`config.mk`:
```
export PLATFORM = sky130hd
export DESIGN_NAME = csr_regfile_flat
export DESIGN_NICKNAME = d
export VERILOG_FILES = /design/src/rtl/csr_regfile_pkg.sv /design/src/rtl/csr_regfile_if.sv /design/src/rtl/csr_regfile_counter64.sv /design/src/rtl/csr_regfile.sv /design/src/flat_wrapper.sv
export SDC_FILE = /design/constraint.sdc
export NUM_CORES = 1
export LEC_CHECK = 0
export BUFFER_PORTS_ARGS = -buffer_cell sky130_fd_sc_hd__buf_2
export CORE_MARGIN = 8
export CORE_UTILIZATION = 55
export CTS_CLUSTER_DIAMETER = 200
export DETAILED_ROUTE_END_ITERATION = 16
export PLACE_DENSITY = 0.74
export RECOVER_POWER = 25
export SETUP_SLACK_MARGIN = 0.3
export SLEW_MARGIN = 20
export SYNTH_ARGS = -nofsm -noshare
export SYNTH_HDL_FRONTEND = slang
export SYNTH_HIERARCHICAL = 1
export SYNTH_SLANG_ARGS = --single-unit
```
`constraint.sdc`:
```
create_clock -name clk_i -period 12.2 [get_ports clk_i]
set_clock_uncertainty 0.1 [all_clocks]
set_input_delay 2.44 -clock clk_i [delete_from_list [all_inputs] [get_ports clk_i]]
set_output_delay 2.44 -clock clk_i [all_outputs]
set_load 0.02 [all_outputs]
```
`src/rtl/csr_regfile_pkg.sv`:
```
// Shared definitions for the machine-mode CSR block: CSR addresses, field
// bit positions and the mstatus storage type.
package csr_regfile_pkg;

  localparam logic [11:0] CSR_MSTATUS   = 12'h300;
  localparam logic [11:0] CSR_MISA      = 12'h301;
  localparam logic [11:0] CSR_MIE       = 12'h304;
  localparam logic [11:0] CSR_MTVEC     = 12'h305;
  localparam logic [11:0] CSR_MSCRATCH  = 12'h340;
  localparam logic [11:0] CSR_MEPC      = 12'h341;
  localparam logic [11:0] CSR_MCAUSE    = 12'h342;
  localparam logic [11:0] CSR_MTVAL     = 12'h343;
  localparam logic [11:0] CSR_MIP       = 12'h344;
  localparam logic [11:0] CSR_MCYCLE    = 12'hB00;
  localparam logic [11:0] CSR_MINSTRET  = 12'hB02;
  localparam logic [11:0] CSR_MCYCLEH   = 12'hB80;
  localparam logic [11:0] CSR_MINSTRETH = 12'hB82;
  localparam logic [11:0] CSR_MHARTID   = 12'hF14;

  localparam int unsigned MSTATUS_MIE_BIT  = 3;
  localparam int unsigned MSTATUS_MPIE_BIT = 7;
  localparam int unsigned MIE_MTIE_BIT     = 7;
  localparam int unsigned MIP_MTIP_BIT     = 7;

  typedef struct packed {
    logic mpie;
    logic mie;
  } csr_mstatus_t;

  function automatic logic [31:0] csr_align4(input logic [31:0] v);
    return v & 32'hFFFF_FFFC;
  endfunction

  // MPP is hardwired to machine mode, so it always reads back as 2'b11.
  function automatic logic [31:0] csr_mstatus_pack(input csr_mstatus_t s);
    logic [31:0] r;
    r = 32'h0000_1800;
    r[MSTATUS_MIE_BIT]  = s.mie;
    r[MSTATUS_MPIE_BIT] = s.mpie;
    return r;
  endfunction

endpackage

```
`src/rtl/csr_regfile_if.sv`:
```
// CSR access port between the execute-stage CSR controller (master) and the
// CSR register file (slave).
interface csr_regfile_if;
  logic [31:0] csr_addr_i;
  logic        csr_read_i;
  logic        csr_write_i;
  logic [31:0] csr_wdata_i;
  logic [31:0] csr_rdata_o;
  logic        csr_illegal_o;

  modport master (
    output csr_addr_i, csr_read_i, csr_write_i, csr_wdata_i,
    input  csr_rdata_o, csr_illegal_o
  );

  modport slave (
    input  csr_addr_i, csr_read_i, csr_write_i, csr_wdata_i,
    output csr_rdata_o, csr_illegal_o
  );
endinterface

```
`src/rtl/csr_regfile_counter64.sv`:
```
// 64-bit free-running counter with independently writable 32-bit halves;
// a write to either half suppresses that cycle's increment.
module csr_counter64 (
  input  logic        clk_i,
  input  logic        rst_i,
  input  logic        inc_i,
  input  logic        wr_lo_i,
  input  logic        wr_hi_i,
  input  logic [31:0] wdata_i,
  output logic [63:0] cnt_o
);

  logic [63:0] cnt_d;
  logic [63:0] cnt_q;

  // Next count: direct write takes precedence over increment.
  always_comb begin
    cnt_d = cnt_q;
    if (wr_lo_i || wr_hi_i) begin
      if (wr_lo_i) begin
        cnt_d[31:0] = wdata_i;
      end else begin
        cnt_d[31:0] = cnt_q[31:0];
      end
      if (wr_hi_i) begin
        cnt_d[63:32] = wdata_i;
      end else begin
        cnt_d[63:32] = cnt_q[63:32];
      end
    end else if (inc_i) begin
      cnt_d = cnt_q + 64'd1;
    end else begin
      cnt_d = cnt_q;
    end
  end

  // Count register.
  always_ff @(posedge clk_i) begin
    if (rst_i) begin
      cnt_q <= 64'd0;
    end else begin
      cnt_q <= cnt_d;
    end
  end

  assign cnt_o = cnt_q;

endmodule

```
`src/rtl/csr_regfile.sv`:
```
// Machine-mode CSR storage and responder: address decode, zero-latency reads,
// edge-committed writes, trap entry/return, counters and timer-IRQ pending.
module csr_regfile
  import csr_regfile_pkg::*;
#(
  parameter logic [31:0] HART_ID  = 32'd0,
  parameter logic [31:0] MISA_VAL = 32'h4000_0100
) (
  input  logic               clk_i,
  input  logic               rst_i,
  csr_regfile_if.slave       csr,
  input  logic               exception_i,
  input  logic [31:0]        exc_cause_i,
  input  logic [31:0]        exc_pc_i,
  input  logic [31:0]        exc_tval_i,
  input  logic               mret_i,
  input  logic               instr_retire_i,
  input  logic               irq_timer_i,
  output logic [31:0]        mtvec_o,
  output logic [31:0]        mepc_o,
  output logic               irq_pending_o
);

  csr_mstatus_t mstatus_d, mstatus_q;
  logic         mtie_d, mtie_q;
  logic [31:0]  mtvec_d, mtvec_q;
  logic [31:0]  mscratch_d, mscratch_q;
  logic [31:0]  mepc_d, mepc_q;
  logic [31:0]  mcause_d, mcause_q;
  logic [31:0]  mtval_d, mtval_q;
  logic [63:0]  mcycle_s, minstret_s;

  logic [11:0]  addr_s;
  logic         impl_s;
  logic         ro_s;
  logic         illegal_s;
  logic         wr_ok_s;
  logic [31:0]  rdata_s;

  assign addr_s = csr.csr_addr_i[11:0];

  // Address decode and read mux; unimplemented addresses read as zero.
  always_comb begin
    impl_s  = 1'b1;
    rdata_s = 32'd0;
    case (addr_s)
      CSR_MSTATUS:   rdata_s = csr_mstatus_pack(mstatus_q);
      CSR_MISA:      rdata_s = MISA_VAL;
      CSR_MIE:       rdata_s[MIE_MTIE_BIT] = mtie_q;
      CSR_MTVEC:     rdata_s = mtvec_q;
      CSR_MSCRATCH:  rdata_s = mscratch_q;
      CSR_MEPC:      rdata_s = mepc_q;
      CSR_MCAUSE:    rdata_s = mcause_q;
      CSR_MTVAL:     rdata_s = mtval_q;
      CSR_MIP:       rdata_s[MIP_MTIP_BIT] = irq_timer_i;
      CSR_MCYCLE:    rdata_s = mcycle_s[31:0];
      CSR_MCYCLEH:   rdata_s = mcycle_s[63:32];
      CSR_MINSTRET:  rdata_s = minstret_s[31:0];
      CSR_MINSTRETH: rdata_s = minstret_s[63:32];
      CSR_MHARTID:   rdata_s = HART_ID;
      default: begin
        impl_s  = 1'b0;
        rdata_s = 32'd0;
      end
    endcase
    if (csr.csr_addr_i[31:12] != 20'd0) begin
      impl_s  = 1'b0;
      rdata_s = 32'd0;
    end else begin
      impl_s  = impl_s;
    end
  end

  assign ro_s      = (addr_s[11:10] == 2'b11) || (addr_s == CSR_MIP);
  assign illegal_s = (csr.csr_read_i || csr.csr_write_i) &&
                     (!impl_s || (csr.csr_write_i && ro_s));
  assign wr_ok_s   = csr.csr_write_i && !illegal_s;

  assign csr.csr_rdata_o   = rdata_s;
  assign csr.csr_illegal_o = illegal_s;

  // Next state: trap entry beats mret, which beats a CSR write to the
  // trap-owned registers; other CSRs accept writes regardless.
  always_comb begin
    mstatus_d  = mstatus_q;
    mtie_d     = mtie_q;
    mtvec_d    = mtvec_q;
    mscratch_d = mscratch_q;
    mepc_d     = mepc_q;
    mcause_d   = mcause_q;
    mtval_d    = mtval_q;

    if (exception_i) begin
      mstatus_d.mpie = mstatus_q.mie;
      mstatus_d.mie  = 1'b0;
      mepc_d         = csr_align4(exc_pc_i);
      mcause_d       = exc_cause_i;
      mtval_d        = exc_tval_i;
    end else if (mret_i) begin
      mstatus_d.mie  = mstatus_q.mpie;
      mstatus_d.mpie = 1'b1;
    end else if (wr_ok_s) begin
      case (addr_s)
        CSR_MSTATUS: begin
          mstatus_d.mie  = csr.csr_wdata_i[MSTATUS_MIE_BIT];
          mstatus_d.mpie = csr.csr_wdata_i[MSTATUS_MPIE_BIT];
        end
        CSR_MEPC:   mepc_d   = csr_align4(csr.csr_wdata_i);
        CSR_MCAUSE: mcause_d = csr.csr_wdata_i;
        CSR_MTVAL:  mtval_d  = csr.csr_wdata_i;
        default:    mstatus_d = mstatus_q;
      endcase
    end else begin
      mstatus_d = mstatus_q;
    end

    if (wr_ok_s) begin
      case (addr_s)
        CSR_MIE:      mtie_d     = csr.csr_wdata_i[MIE_MTIE_BIT];
        CSR_MTVEC:    mtvec_d    = csr_align4(csr.csr_wdata_i);
        CSR_MSCRATCH: mscratch_d = csr.csr_wdata_i;
        default:      mtie_d     = mtie_q;
      endcase
    end else begin
      mtie_d = mtie_q;
    end
  end

  // CSR state registers.
  always_ff @(posedge clk_i) begin
    if (rst_i) begin
      mstatus_q  <= '{mpie: 1'b0, mie: 1'b0};
      mtie_q     <= 1'b0;
      mtvec_q    <= 32'd0;
      mscratch_q <= 32'd0;
      mepc_q     <= 32'd0;
      mcause_q   <= 32'd0;
      mtval_q    <= 32'd0;
    end else begin
      mstatus_q  <= mstatus_d;
      mtie_q     <= mtie_d;
      mtvec_q    <= mtvec_d;
      mscratch_q <= mscratch_d;
      mepc_q     <= mepc_d;
      mcause_q   <= mcause_d;
      mtval_q    <= mtval_d;
    end
  end

  csr_counter64 u_mcycle (
    .clk_i   (clk_i),
    .rst_i   (rst_i),
    .inc_i   (1'b1),
    .wr_lo_i (wr_ok_s && (addr_s == CSR_MCYCLE)),
    .wr_hi_i (wr_ok_s && (addr_s == CSR_MCYCLEH)),
    .wdata_i (csr.csr_wdata_i),
    .cnt_o   (mcycle_s)
  );

  csr_counter64 u_minstret (
    .clk_i   (clk_i),
    .rst_i   (rst_i),
    .inc_i   (instr_retire_i),
    .wr_lo_i (wr_ok_s && (addr_s == CSR_MINSTRET)),
    .wr_hi_i (wr_ok_s && (addr_s == CSR_MINSTRETH)),
    .wdata_i (csr.csr_wdata_i),
    .cnt_o   (minstret_s)
  );

  assign mtvec_o       = mtvec_q;
  assign mepc_o        = mepc_q;
  assign irq_pending_o = mstatus_q.mie && mtie_q && irq_timer_i;

endmodule
```
`src/flat_wrapper.sv`:
```
// flat-port wrapper written by rule: the top's interface ports become plain ports
module csr_regfile_flat import csr_regfile_pkg::*;
#(
  parameter logic [31:0] HART_ID  = 32'd0,
  parameter logic [31:0] MISA_VAL = 32'h4000_0100
)
  (clk_i, rst_i, exception_i, exc_cause_i, exc_pc_i, exc_tval_i, mret_i, instr_retire_i, irq_timer_i, mtvec_o, mepc_o, irq_pending_o, csr_csr_addr_i, csr_csr_read_i, csr_csr_write_i, csr_csr_wdata_i, csr_csr_rdata_o, csr_csr_illegal_o);
  csr_regfile_if csr_i ();
  input  logic clk_i;
  input  logic rst_i;
  input  logic exception_i;
  input  logic [31:0] exc_cause_i;
  input  logic [31:0] exc_pc_i;
  input  logic [31:0] exc_tval_i;
  input  logic mret_i;
  input  logic instr_retire_i;
  input  logic irq_timer_i;
  output logic [31:0] mtvec_o;
  output logic [31:0] mepc_o;
  output logic irq_pending_o;
  input wire logic [$bits(csr_i.csr_addr_i)-1:0] csr_csr_addr_i;
  input wire logic [$bits(csr_i.csr_read_i)-1:0] csr_csr_read_i;
  input wire logic [$bits(csr_i.csr_write_i)-1:0] csr_csr_write_i;
  input wire logic [$bits(csr_i.csr_wdata_i)-1:0] csr_csr_wdata_i;
  output wire logic [$bits(csr_i.csr_rdata_o)-1:0] csr_csr_rdata_o;
  output wire logic [$bits(csr_i.csr_illegal_o)-1:0] csr_csr_illegal_o;
  assign csr_i.csr_addr_i = csr_csr_addr_i;
  assign csr_i.csr_read_i = csr_csr_read_i;
  assign csr_i.csr_write_i = csr_csr_write_i;
  assign csr_i.csr_wdata_i = csr_csr_wdata_i;
  assign csr_csr_rdata_o = csr_i.csr_rdata_o;
  assign csr_csr_illegal_o = csr_i.csr_illegal_o;
  csr_regfile #(.HART_ID(HART_ID), .MISA_VAL(MISA_VAL)) u_core (.clk_i(clk_i), .rst_i(rst_i), .csr(csr_i), .exception_i(exception_i), .exc_cause_i(exc_cause_i), .exc_pc_i(exc_pc_i), .exc_tval_i(exc_tval_i), .mret_i(mret_i), .instr_retire_i(instr_retire_i), .irq_timer_i(irq_timer_i), .mtvec_o(mtvec_o), .mepc_o(mepc_o), .irq_pending_o(irq_pending_o));
endmodule
```
==> flow_metrics.env, run 1 <==
export IMPL_area_delta_synth_final_pct=14.30
export IMPL_n_fill_cell=2799
export IMPL_cts_clk_slew_worst_paths_ns=0.06
export IMPL_worstMarginPinSlew_ns=2.510
export IMPL_report_final_slew_viol_count=99
export IMPL_layout_commonest_cell="dfxtp_1"
export IMPL_multi_input_area_um2=10790
export IMPL_peakVddDrop_mv=0.1205
export IMPL_ios=266
export IMPL_post_route_period_util_pct=75.94
export IMPL_worst_path_max_fanout=36
export IMPL_synth_top_area_cell="dfxtp_1"
export IMPL_register_area_um2=5746
export IMPL_clk_latency_ns=0.53
export IMPL_rr_worst_depth=5
export IMPL_post_cts_buffers=0
export IMPL_grt_max_degree=106
export IMPL_setup_viol=0
export IMPL_syn_instance_count=2268
export IMPL_synth_edff_count=0
export IMPL_leakage_nw=6.670
export IMPL_rrSetupSlack_ns=8.97
export IMPL_cts_resized_gates=0
export IMPL_fin_tns_setup_ns=0
export IMPL_htreeDepth=2
export IMPL_clk_path_buf_depth=3
export IMPL_period_minus_slack_ns=9.264
export IMPL_run_status="finished with violations"
export IMPL_grt_pass1_wl_um=117400
export IMPL_synth_seq_cells=287
export IMPL_synth_ff_type="dfxtp_1"
export IMPL_max_slew_margin_pct=-67.32
export IMPL_grt_remaining_overflow=0
export IMPL_dp_hpwl_um=56560
export IMPL_synth_async_sr_flop_share_pct=0
export IMPL_utilization_pct=63.41
export IMPL_mostFrequentLayoutCells="dfxtp_1 (287), nor2_1 (263), nand2_1 (245), buf_2 (196), nor3_1 (132)"
export IMPL_firstDrtPassIters=9
export IMPL_fin_ws_ns=2.936
export IMPL_postCtsHoldBufs=0
export IMPL_final_cells=2848
export IMPL_synth_cell_types=82
export IMPL_syn_area_per_cell_um2=7.659
export IMPL_yosysSeqAreaShare_pct=33.07
export IMPL_power_density_nw_per_um2=114.6
export IMPL_clock_root_buffer="clkbuf_16"
export IMPL_start_util_pct=55.48
export IMPL_hold_viol=0
export IMPL_portBuffers=259
export IMPL_synth_top_area_share_pct=33.07
export IMPL_via_count=19970
export IMPL_cts_made_buffers=34
export IMPL_drc=0
export IMPL_grt_pass1_vias=19100
export IMPL_die_w_um=193.7
export IMPL_place_inst=2789
export IMPL_wire_per_inst_um=27.64
export IMPL_syn_area_um2=17370
export IMPL_critPathMostFrequentCell="clkbuf_1"
export IMPL_antenna_found_initial=2
export IMPL_core_um2=31310
export IMPL_power_mw=2.275
export IMPL_yosysWarnings=6
export IMPL_slowest_stage="clkbuf_1"
export IMPL_fmax_mhz=107.9
export IMPL_die_y_um=193.7
export IMPL_cts_tree="yes"
export IMPL_dpl_worst_slack_ns=4.009
export IMPL_endpoint="csr_csr_rdata_o[13]"
export IMPL_cpPeakStageDelay_ns=1.41
export IMPL_critPathArrivalTime_ns=6.72
export IMPL_dieArea_um2=37530
export IMPL_end_kind="primary output"
export IMPL_drtAntennaViolNets=0
export IMPL_grt_usage_pct=39.62
export IMPL_crit_chain="clkbuf_1 -> nor2b_1 -> clkbuf_1 -> a22oi_1 -> nor4_1 -> o21ai_2 -> buf_4 -> a41oi_1 -> buf_2"
export IMPL_finalNetCount=2593
export IMPL_rsz0062_at_grt="false"
export IMPL_cp_start_kind="input port"
export IMPL_vias_per_cell=7.013
export IMPL_n_antenna_cell=0
export IMPL_gp_congestion=1.024
export IMPL_hold_path_class="reg2reg"
export IMPL_drt_iter0_drc=3019
export IMPL_path_class="in2out"
export IMPL_synthTopCellsByArea="dfxtp_1 (33%), mux2i_1 (6.9%), nor2_1 (5.7%)"
export IMPL_r2r_start="u_core/u_minstret/cnt_o[1]"
export IMPL_cts_sinks=287
export IMPL_cap_violations=3
export IMPL_violations="capacitance limit, slew limit"
export IMPL_required_ns=9.66
export IMPL_fp_row_count=65
export IMPL_drive_gt1_share_pct=13.94
export IMPL_wirelength_um=78730
export IMPL_critPathLaunch="csr_csr_addr_i[0]"
export IMPL_timing_rr_end="u_core/u_minstret/cnt_o[49]"
cells in the mapped netlist, types with 71 or more instances:
master,count
nand4_1,73
nor2_1,263
a21oi_1,106
a211oi_1,71
nand3_1,85
clkbuf_1,145
nand2_1,245
nor4_1,105
mux2i_1,119
nor3_1,136
dfxtp_1,287
o21ai_0,72
layout make-up:
cell class	instances	share of cell area (%)
inverters	34	0.6554
repair buffers	300	7.694
clock buffers	51	5.161
clock inverters	8	0.6932
flip-flops and latches	287	28.94
well taps	402	2.533
multi-input cells	1766	54.33
worst min path at each step:
| stage | cells after the start | endpoint | slack (ns) | start |
|---|---|---|---|---|
| 2_1_floorplan | 2 | u_core/mscratch_q[2] | 0.33 | u_core/mscratch_q[2] |
| 6_report | 2 | u_core/mscratch_q[26] | 0.35 | u_core/mscratch_q[26] |
| 4_1_cts | 2 | u_core/mscratch_q[26] | 0.35 | u_core/mscratch_q[26] |
| 3_5_place_dp | 2 | u_core/mscratch_q[26] | 0.34 | u_core/mscratch_q[26] |
| 5_1_grt | 2 | u_core/mscratch_q[16] | 0.37 | u_core/mscratch_q[16] |
| 3_3_place_gp | 2 | u_core/mscratch_q[6] | 0.34 | u_core/mscratch_q[6] |
state kept, by name (all words and copies together) (netlist names):
signal and count:
u_core/mepc_o 30, u_core/u_minstret/cnt_o 64, u_core/mtvec_o 30, u_core/mstatus_q 2
u_core/mscratch_q 32, u_core/mtie_q 1, u_core/mtval_q 32, u_core/mcause_q 32
u_core/u_mcycle/cnt_o 64
worst max-delay path: cells and delay by family:
family | cells | cell delay, ns
buffers and inverters | 4 | 2.49
AO/OA/AOI/OAI | 3 | 0.80
AND/OR/NAND/NOR | 2 | 0.95
where the power goes:
part	internal, mW	switching, mW
sequential	0.962	0.0243
combinational	0.0646	0.151
clock	0.646	0.427
total	1.67	0.601
metrics by stage:
| stage | hold slack, ns | instance area [um^2] |
|---|---|---|
| 6_report | 0.3513 | 19860 |
| 5_1_grt | 0.3734 | 19860 |
| 4_1_cts | 0.3511 | 19940 |
| 3_5_place_dp | 0.3427 | 18780 |
| 3_3_place_gp | 0.3356 | 18780 |
| 2_1_floorplan | 0.3289 | 17400 |
kinds of logic (layout without fill, tap and decap cells):
kind of cell / Yosys count / count (layout) / synth area share, %
AND/OR/NAND/NOR: 1096 / 1096 / 32.54
adder cells (fa/ha/maj): 2 / 2 / 0.1440
XOR/XNOR: 48 / 48 / 2.420
multiplexers: 124 / 124 / 7.311
flip-flops: 287 / 287 / 33.07
other: 2 / 10 / 0.04323
AO/OA/AOI/OAI: 486 / 486 / 19.08
buffers and inverters: 223 / 393 / 5.387
metal layers:
metal	vias to the layer above	track usage (%)	wire [um]
li1	8763	-	-
met1	9425	51.33	30650
met2	1528	60.69	34160
met3	256	10.01	9723
met4	2	19.50	4189
met5	-	0	13
Power figures use the tool's default switching activity.
==> run 2, diff against run 1 <==
==> constraint.sdc (replaced) <==
create_clock -name clk_i -period 8.7 [get_ports clk_i]
set_clock_uncertainty 0.1 [all_clocks]
set_input_delay 1.74 -clock clk_i [delete_from_list [all_inputs] [get_ports clk_i]]
set_output_delay 1.74 -clock clk_i [all_outputs]
set_load 0.02 [all_outputs]
==> flow_metrics.env, run 2 (same netlist as run 1, synthesis figures left out) <==
export IMPL_ios=266
export IMPL_combPwrFrac_pct=9.6
export IMPL_run_status="finished with violations"
export IMPL_path_class="in2out"
export IMPL_gp_congestion=1.002
export IMPL_cts_made_buffers=35
export IMPL_critPathArrivalTime_ns=5.14
export IMPL_drt_iter0_drc=2893
export IMPL_layout_commonest_cell="dfxtp_1"
export IMPL_n_fill_cell=2855
export IMPL_n_antenna_cell=0
export IMPL_worstMarginPinSlew_ns=1.735
export IMPL_dp_hpwl_um=56140
export IMPL_hp_start="u_core/mscratch_q[27]"
export IMPL_finalNetCount=2594
export IMPL_htreeDepth=2
export IMPL_cp_start_kind="input port"
export IMPL_worst_path_max_fanout=31
export IMPL_cpPeakStageDelay_ns=0.99
export IMPL_violations="capacitance limit, slew limit"
export IMPL_r2r_start="u_core/u_mcycle/cnt_o[0]"
export IMPL_wirelength_um=78580
export IMPL_drive_gt1_share_pct=13.68
export IMPL_utilization_pct=63.28
export IMPL_power_density_nw_per_um2=159.3
export IMPL_start_util_pct=55.48
export IMPL_slowest_stage="nor2_1"
export IMPL_grt_remaining_overflow=0
export IMPL_post_cts_buffers=0
export IMPL_cts_resized_gates=0
export IMPL_firstDrtPassIters=6
export IMPL_hold_path_class="reg2reg"
export IMPL_leakage_nw=6.647
export IMPL_fin_area_um2=19810
export IMPL_cts_tree="yes"
export IMPL_grt_usage_pct=39.35
export IMPL_report_final_slew_viol_count=53
export IMPL_wire_per_inst_um=27.57
export IMPL_setup_viol=0
export IMPL_crit_chain="clkbuf_1 -> buf_4 -> nor2b_1 -> nand2_1 -> nor2_1 -> a21oi_1 -> a31oi_1 -> buf_2"
export IMPL_final_cells=2850
export IMPL_core_um2=31310
export IMPL_rsz0062_at_grt="false"
export IMPL_power_frac_clock_pct=46.5
export IMPL_end_kind="primary output"
export IMPL_place_inst=2789
export IMPL_vias_per_cell=7.042
export IMPL_mostFrequentLayoutCells="dfxtp_1 (287), nor2_1 (263), nand2_1 (245), buf_2 (196), nor3_1 (132)"
export IMPL_fin_tns_setup_ns=0
export IMPL_clk_latency_ns=0.53
export IMPL_grt_pass1_wl_um=116400
export IMPL_dieArea_um2=37530
export IMPL_antenna_found_initial=3
export IMPL_drtAntennaViolNets=0
export IMPL_peakVddDrop_mv=0.1636
export IMPL_dpl_worst_slack_ns=2.007
export IMPL_multi_input_area_um2=10780
export IMPL_crit_family="simple AND/OR/NAND/NOR gates"
export IMPL_post_route_period_util_pct=80.20
export IMPL_grt_pass1_vias=18680
export IMPL_rrSetupSlack_ns=5.34
export IMPL_cts_clk_slew_worst_paths_ns=0.06
export IMPL_placed_cell_area_um2=18780
export IMPL_clock_root_buffer="clkbuf_16"
export IMPL_clk_path_buf_depth=3
export IMPL_cp_buffers_inverters=3
export IMPL_cap_violations=2
export IMPL_power_switching_mw=0.8369
export IMPL_hold_viol=0
export IMPL_fmax_mhz=143.3
export IMPL_required_ns=6.86
export IMPL_area_delta_synth_final_pct=14.05
export IMPL_via_count=20070
export IMPL_critPathLaunch="csr_csr_addr_i[0]"
export IMPL_drc=0
export IMPL_p_int_mw=2.318
export IMPL_period_minus_slack_ns=6.978
export IMPL_cts_sinks=287
export IMPL_register_area_um2=5746
export IMPL_max_slew_margin_pct=-15.67
export IMPL_pwr_share_seq_pct=43.9
export IMPL_die_y_um=193.7
export IMPL_grt_max_degree=149
export IMPL_postCtsHoldBufs=0
export IMPL_sw_frac_of_total_pct=26.52
export IMPL_fin_ws_ns=1.722
export IMPL_fp_row_count=65
export IMPL_die_w_um=193.7
export IMPL_portBuffers=259
## run 2: stage by stage
| stage | hold slack [ns] | total power [mW] |
|---|---|---|
| floorplan | 0.3289 | 1.555 |
| global placement | 0.3358 | 1.700 |
| detailed placement | 0.3423 | 1.705 |
| CTS | 0.3502 | 3.147 |
| global route | 0.3684 | 3.221 |
| finish | 0.3512 | 3.155 |
## run 2: worst paths after layout
path                                             endpoint  cells after the start
worst max register to register  u_core/u_mcycle/cnt_o[54]                      7
worst min-delay path                u_core/mscratch_q[27]                      2
worst max-delay path                  csr_csr_rdata_o[14]                      8
worst min register to register      u_core/mscratch_q[27]                      2
## run 2: routing by layer
metal,part of all wire [%],global-route usage (%)
met2,43,60.02
met1,39,52.05
met4,5.6,19.07
met3,12,8.660
met5,0.014,0
## run 2: tightest hold or removal path, cell delays in order (launching register included)
cell and delay [ns]:
dfxtp_1 0.31, nand2_1 0.05, a21oi_1 0.05
## run 2: area by class of cell
type,count,share of cell area [%]
clock inverter,4,0.2463
timing repair buffer,300,7.692
multi-input combinational,1766,54.41
inverter,34,0.6568
sequential,287,29.00
clock buffer,57,5.456
tap,402,2.539
## run 2: power groups by stage
stage                     logic (mW)  clock network [mW]  registers, mW
after floorplan                0.146                   0           1.41
after global placement         0.290                   0           1.41
after detailed placement       0.294                   0           1.41
after CTS                      0.295                1.47           1.38
after global routing           0.318                1.52           1.39
final                          0.303                1.47           1.38
